<file path="src/rtl/wb_stage_pkg.sv">
// Shared types and constants for the write-back stage: memory-to-WB bus layout, CP0 addresses, ExcCodes.
// Optional Count/Compare timer is selected by the CP0_TIMER_EN macro.
package wb_stage_pkg;

    localparam int MS_TO_WS_BUS_WD = 148;

    localparam logic [4:0] CP0_COUNT   = 5'd9;
    localparam logic [4:0] CP0_COMPARE = 5'd11;
    localparam logic [4:0] CP0_STATUS  = 5'd12;
    localparam logic [4:0] CP0_CAUSE   = 5'd13;
    localparam logic [4:0] CP0_EPC     = 5'd14;

    localparam logic [4:0] EXC_INT  = 5'd0;
    localparam logic [4:0] EXC_ADEL = 5'd4;
    localparam logic [4:0] EXC_ADES = 5'd5;
    localparam logic [4:0] EXC_SYS  = 5'd8;
    localparam logic [4:0] EXC_BP   = 5'd9;
    localparam logic [4:0] EXC_RI   = 5'd10;
    localparam logic [4:0] EXC_OV   = 5'd12;

    // Field order is MSB first and must match the memory stage packing.
    typedef struct packed {
        logic        eret;
        logic        mtc0_we;
        logic [4:0]  cp0_addr;
        logic        res_from_cp0;
        logic [31:0] alu_result;
        logic        ex;
        logic [4:0]  excode;
        logic        gr_we;
        logic [4:0]  dest;
        logic [31:0] final_result;
        logic [31:0] rt_value;
        logic [31:0] pc;
    } ms_to_ws_bus_t;

endpackage

</file>
<file path="src/rtl/wb_stage_cp0_regfile.sv">
// CP0 storage (Status/Cause/EPC and, with CP0_TIMER_EN, Count/Compare), read mux and interrupt-pending logic.
// Without CP0_TIMER_EN the timer registers read as zero and ignore writes.
module cp0_regfile
    import wb_stage_pkg::*;
#(
    parameter logic [31:0] STATUS_RST = 32'h0040_0000
) (
    input  logic        clk,
    input  logic        reset,
    input  logic [5:0]  ext_int_i,
    input  logic        ex_commit_i,
    input  logic [4:0]  ex_code_i,
    input  logic [31:0] ex_pc_i,
    input  logic        eret_commit_i,
    input  logic        mtc0_we_i,
    input  logic [4:0]  cp0_addr_i,
    input  logic [31:0] wdata_i,
    output logic [31:0] rdata_o,
    output logic [31:0] epc_o,
    output logic        int_pend_o
);

    logic [7:0]  im_q;
    logic        exl_q;
    logic        ie_q;
    logic [1:0]  ip_sw_q;
    logic [5:0]  ip_hw_q;
    logic [4:0]  exccode_q;
    logic [31:0] epc_q;
    logic [31:0] count_rd;
    logic [31:0] compare_rd;
    logic        ti_rd;
    logic [7:0]  ip;
    logic [31:0] status_rd;
    logic [31:0] cause_rd;

    always_ff @(posedge clk) begin
        if (reset) begin
            im_q      <= STATUS_RST[15:8];
            exl_q     <= STATUS_RST[1];
            ie_q      <= STATUS_RST[0];
            ip_sw_q   <= 2'b00;
            ip_hw_q   <= 6'b0;
            exccode_q <= 5'd0;
            epc_q     <= 32'h0;
        end else begin
            ip_hw_q <= ext_int_i;
            if (ex_commit_i) begin
                // A nested exception keeps the EPC of the outermost one.
                if (!exl_q) epc_q <= ex_pc_i;
                exccode_q <= ex_code_i;
                exl_q     <= 1'b1;
            end else if (eret_commit_i) begin
                exl_q <= 1'b0;
            end
            if (mtc0_we_i) begin
                case (cp0_addr_i)
                    CP0_STATUS: begin
                        im_q  <= wdata_i[15:8];
                        exl_q <= wdata_i[1];
                        ie_q  <= wdata_i[0];
                    end
                    CP0_CAUSE: ip_sw_q <= wdata_i[9:8];
                    CP0_EPC:   epc_q   <= wdata_i;
                    default: ;
                endcase
            end
        end
    end

`ifdef CP0_TIMER_EN
    logic        tick_q;
    logic        ti_q;
    logic [31:0] count_q;
    logic [31:0] compare_q;

    always_ff @(posedge clk) begin
        if (reset) begin
            tick_q    <= 1'b0;
            ti_q      <= 1'b0;
            count_q   <= 32'h0;
            compare_q <= 32'h0;
        end else begin
            tick_q <= ~tick_q;
            if (mtc0_we_i && cp0_addr_i == CP0_COUNT) count_q <= wdata_i;
            else if (tick_q)                          count_q <= count_q + 32'd1;
            if (mtc0_we_i && cp0_addr_i == CP0_COMPARE) begin
                compare_q <= wdata_i;
                ti_q      <= 1'b0;
            end else if (count_q == compare_q) begin
                ti_q <= 1'b1;
            end
        end
    end

    assign count_rd   = count_q;
    assign compare_rd = compare_q;
    assign ti_rd      = ti_q;
`else
    assign count_rd   = 32'h0;
    assign compare_rd = 32'h0;
    assign ti_rd      = 1'b0;
`endif

    assign ip        = {ti_rd | ip_hw_q[5], ip_hw_q[4:0], ip_sw_q};
    assign status_rd = {STATUS_RST[31:16], im_q, STATUS_RST[7:2], exl_q, ie_q};
    assign cause_rd  = {1'b0, ti_rd, 14'b0, ip, 1'b0, exccode_q, 2'b00};

    always_comb begin
        rdata_o = 32'h0;
        case (cp0_addr_i)
            CP0_COUNT:   rdata_o = count_rd;
            CP0_COMPARE: rdata_o = compare_rd;
            CP0_STATUS:  rdata_o = status_rd;
            CP0_CAUSE:   rdata_o = cause_rd;
            CP0_EPC:     rdata_o = epc_q;
            default:     rdata_o = 32'h0;
        endcase
    end

    assign epc_o      = epc_q;
    assign int_pend_o = ie_q && !exl_q && |(ip & im_q);

endmodule

</file>
<file path="src/rtl/wb_stage.sv">
// Write-back stage: holds the last pipeline register, commits to the GPR file and resolves exceptions/ERET.
// Count/Compare timer inside cp0_regfile is enabled by the CP0_TIMER_EN macro.
module wb_stage
    import wb_stage_pkg::*;
#(
    parameter logic [31:0] EX_ENTRY   = 32'hBFC0_0380,
    parameter logic [31:0] STATUS_RST = 32'h0040_0000
) (
    input  logic                       clk,
    input  logic                       reset,
    output logic                       ws_allowin,
    input  logic                       ms_to_ws_valid,
    input  logic [MS_TO_WS_BUS_WD-1:0] ms_to_ws_bus,
    input  logic [5:0]                 ext_int_in,
    output logic                       rf_we,
    output logic [4:0]                 rf_waddr,
    output logic [31:0]                rf_wdata,
    output logic                       ex_from_ws,
    output logic [31:0]                ex_target_pc,
    output logic [31:0]                debug_wb_pc,
    output logic [3:0]                 debug_wb_rf_wen,
    output logic [4:0]                 debug_wb_rf_wnum,
    output logic [31:0]                debug_wb_rf_wdata
);

    ms_to_ws_bus_t bus_q, bus_d;
    logic          ws_valid_q, ws_valid_d;
    logic          ws_ready_go;
    logic          int_pend;
    logic          take_ex;
    logic          eret_commit;
    logic          mtc0_we;
    logic [4:0]    ex_code;
    logic [31:0]   cp0_rdata;
    logic [31:0]   epc;
    logic          unused_alu;

    assign ws_ready_go = 1'b1;
    assign ws_allowin  = !ws_valid_q || ws_ready_go;

    // A flush leaving WB this cycle also kills whatever the memory stage offers now.
    always_comb begin
        ws_valid_d = ws_valid_q;
        bus_d      = bus_q;
        if (ws_allowin) ws_valid_d = ms_to_ws_valid && !ex_from_ws;
        if (ms_to_ws_valid && ws_allowin) bus_d = ms_to_ws_bus;
    end

    always_ff @(posedge clk) begin
        if (reset) begin
            ws_valid_q <= 1'b0;
            bus_q      <= '0;
        end else begin
            ws_valid_q <= ws_valid_d;
            bus_q      <= bus_d;
        end
    end

    // Interrupts win over a synchronous exception carried on the bus.
    assign take_ex     = ws_valid_q && (bus_q.ex || int_pend);
    assign ex_code     = int_pend ? EXC_INT : bus_q.excode;
    assign eret_commit = ws_valid_q && bus_q.eret && !take_ex;
    assign mtc0_we     = ws_valid_q && bus_q.mtc0_we && !take_ex;

    assign ex_from_ws   = take_ex || (ws_valid_q && bus_q.eret);
    assign ex_target_pc = take_ex ? EX_ENTRY : epc;

    assign rf_we    = ws_valid_q && bus_q.gr_we && !take_ex;
    assign rf_waddr = bus_q.dest;
    assign rf_wdata = bus_q.res_from_cp0 ? cp0_rdata : bus_q.final_result;

    assign debug_wb_pc       = bus_q.pc;
    assign debug_wb_rf_wen   = {4{rf_we}};
    assign debug_wb_rf_wnum  = rf_waddr;
    assign debug_wb_rf_wdata = rf_wdata;

    assign unused_alu = ^bus_q.alu_result;

    cp0_regfile #(
        .STATUS_RST(STATUS_RST)
    ) u_cp0 (
        .clk          (clk),
        .reset        (reset),
        .ext_int_i    (ext_int_in),
        .ex_commit_i  (take_ex),
        .ex_code_i    (ex_code),
        .ex_pc_i      (bus_q.pc),
        .eret_commit_i(eret_commit),
        .mtc0_we_i    (mtc0_we),
        .cp0_addr_i   (bus_q.cp0_addr),
        .wdata_i      (bus_q.rt_value),
        .rdata_o      (cp0_rdata),
        .epc_o        (epc),
        .int_pend_o   (int_pend)
    );

endmodule
</file>
<file path="config.mk">
export PLATFORM = sky130hd
export DESIGN_NAME = wb_stage
export DESIGN_NICKNAME = d
export VERILOG_FILES = /design/src/rtl/wb_stage_pkg.sv /design/src/rtl/wb_stage_cp0_regfile.sv /design/src/rtl/wb_stage.sv
export SDC_FILE = /design/constraint.sdc
export NUM_CORES = 1
export LEC_CHECK = 0
export BUFFER_PORTS_ARGS = -buffer_cell sky130_fd_sc_hd__buf_2
export CAP_MARGIN = 25
export CORE_MARGIN = 2
export CORE_UTILIZATION = 54
export DETAILED_ROUTE_END_ITERATION = 16
export PLACE_DENSITY = 0.95
export SYNTH_ARGS = -nofsm -noshare
export SYNTH_HDL_FRONTEND = slang
export SYNTH_SLANG_ARGS = --single-unit
</file>
<file path="constraint.sdc">
create_clock -name clk -period 5.1 [get_ports clk]
set_clock_uncertainty 0.05 [all_clocks]
set_input_delay 0.51 -clock clk [delete_from_list [all_inputs] [get_ports clk]]
set_output_delay 0.51 -clock clk [all_outputs]
set_load 0.02 [all_outputs]
</file>
==> results.ini <==
[logic_synthesis]
syn_area_mm2 = 0.00809
synth-seq-cells = 172
syn_nets = 1042
yosysSeqAreaShare = 0.426
async_reset_ff_frac = 0
yosysWarnings = 0
synth_edf_count = 0
yosys_most_used_dff = dfxtp_1
syn_inst = 885
synth_cell_type_count = 33
avgSynthCellArea_um2 = 9.14

[clock_tree]
post-cts-setup-buffer-count = 0
cts_hold_buf = 0
cts_buffers = 17
clock_sinks = 172
clk_pin_slew_worst_paths_ns = 0.08
clock_path_buffers = 2
cts_tree = done
clk_latency_ns = 0.43
htree_levels = 4
post_cts_resized = 0
clockRootBuffer = clkbuf_16

[die]
die_w_um = 126
io_pins = 302
die_h_um = 126
row_count = 44
start_util = 0.555
core-area_mm2 = 0.0146
dieArea_mm2 = 0.0160

[grt]
track_usage = 0.254
grt_overflow = 0
gr-usage-met3 = 0.0628
met1_usage = 0.341
top_usage_layer = met2
grt_max_degree = 131
grt_util_met2 = 0.394
grt_antenna_before_repair = 1
grt_pass1_vias = 6261
grt_pass1_wl_um = 32400

[timing]
slew_viol_final = 0
setup_viol = 0
rsz0062_at_grt = no
slew_headroom = 0.305
max_freq_mhz = 303
worst_pin_slew_ns = 1.04
fin_crit_sh = 0.647
final.setup.tns_ns = 0
layout_setup_ws_ns = 1.80
period_needed_ns = 3.30
hold_violations = 0

[job]
maxCapViolCount = 0

[critical_path]
critPathSlowestCell = and2_1
cp.arrival_ns = 2.74
worstSetupPathType = flop to output port
reg2reg_slack_ns = 2.52
startpoint_type = flop
required_ns = 4.54
worst-path-buf-inv = 1
crit_family = simple AND/OR/NAND/NOR gates
critPathCaptureType = output port
critical_path.max_stage_delay_ns = 0.75
crit_chain = and4bb_2 -> and2_1 -> a22oi_1 -> a21oi_1 -> buf_2
cp_max_fo = 21

[routing]
routed_wl_um = 21000
drc_errors = 0
firstDrtPassIters = 5
drt_first_iter_violations = 453
routed_via_density = 5.46
wire_per_inst_um = 17.0
drtAntennaViolNets = 0
vias = 6728

[placement]
hpwl_um = 14700
place_ws_ns = 2.24
placed_area_mm2 = 0.00887
port_buffers = 268
gp_congestion = 0.881

[pwr]
p_seq_frac = 0.466
p_int_mw = 2.22
combPwrFrac = 0.127
ir_drop_uv = 365
power_density_mw_per_mm2 = 328
power_mw = 3.11
sw_frac_of_total = 0.285
p_clk_frac = 0.407
p_switching_uw = 887
p_leak_nw = 4.43

[final_layout]
n_antenna_cell = 0
nets = 1193
final_common_cell = buf_2
fin_area_mm2 = 0.00949
area_delta_synth_final_pct = 17.3
final_cell_mix = buf_2, dfxtp_1, nor2_1
drive_gt1_frac = 0.343

[min_path]
min_path_type = input port to flop

[outcome]
status = completed

[cell usage after synthesis, drive strengths merged (2+ instances only)]
cell type  instances  share of area
nor2b              7         0.0054
nor2             146          0.068
buf              109          0.091
a221oi            33          0.057
nor3               3         0.0032
and2              21          0.016
mux2              10          0.014
o21ai             21          0.013
clkbuf            37          0.017
nor3b              2         0.0019
dfxtp            172           0.43
a31oi             32          0.025
nand3             19          0.012
inv               51          0.024
mux2i            127           0.16
nand2b            14          0.011
a22oi             22          0.023
a21oi             14         0.0087
nand2             38          0.018
[cell type report]
class | count | area, um2
fill | 1147 | 5100
multi-input combinational | 516 | 3590
sequential | 172 | 3440
timing repair buffer | 278 | 1450
clock buffer | 18 | 439
tap | 184 | 230
inverter | 51 | 191
clock inverter | 14 | 145
[path summary, 6_finish.rpt]
path / start / to / depth (start not counted)
setup / recovery: bus_q[141] / rf_wdata[6] / 5
hold / removal: ext_int_in[4] / u_cp0.ip_hw_q[4] / 2
setup reg to reg: bus_q[141] / u_cp0.epc_o[12] / 6
hold reg to reg: bus_q[37] / u_cp0.epc_o[5] / 2
[kinds of logic after synthesis]
kind of cell,Yosys count,synth area share
compound gates,123,0.131
buf+inv,197,0.131
flops,172,0.426
mux,137,0.171
other cells,1,0.000464
simple gates,255,0.141
[layer usage]
metal | part of all wire | wire length, um
met5 | 0.00062 | 13
met4 | 0.030 | 632
met3 | 0.067 | 1410
met2 | 0.46 | 9740
met1 | 0.44 | 9160
[registers in the layout, indices dropped and copies added, names as in the netlist]
register / count
u_cp0.exccode_q: 5
u_cp0.exl_q: 1
ws_valid_q: 1
u_cp0.im_q: 8
bus_q: 79
u_cp0.ie_q: 1
u_cp0.epc_o: 32
u_cp0.ip_hw_q: 6
debug_wb_pc: 32
debug_wb_rf_wnum: 5
u_cp0.ip_sw_q: 2
[stage by stage]
stage	utilization	std cells	hold slack (ns)
final	0.650	1233	0.241
after global routing	0.650	1233	0.222
after CTS	0.648	1231	0.232
after detailed placement	0.608	1199	0.403
after global placement	0.608	1199	0.397
after floorplan	-	885	0.391
[power groups by stage]
stage	clock network (mW)	logic, mW	registers [mW]
final	1.27	0.394	1.45
after floorplan	0	0.315	1.46
after global routing	1.35	0.426	1.46
after global placement	0	0.377	1.48
after CTS	1.29	0.389	1.45
after detailed placement	0	0.387	1.48
(Power assumes the default switching activity.)
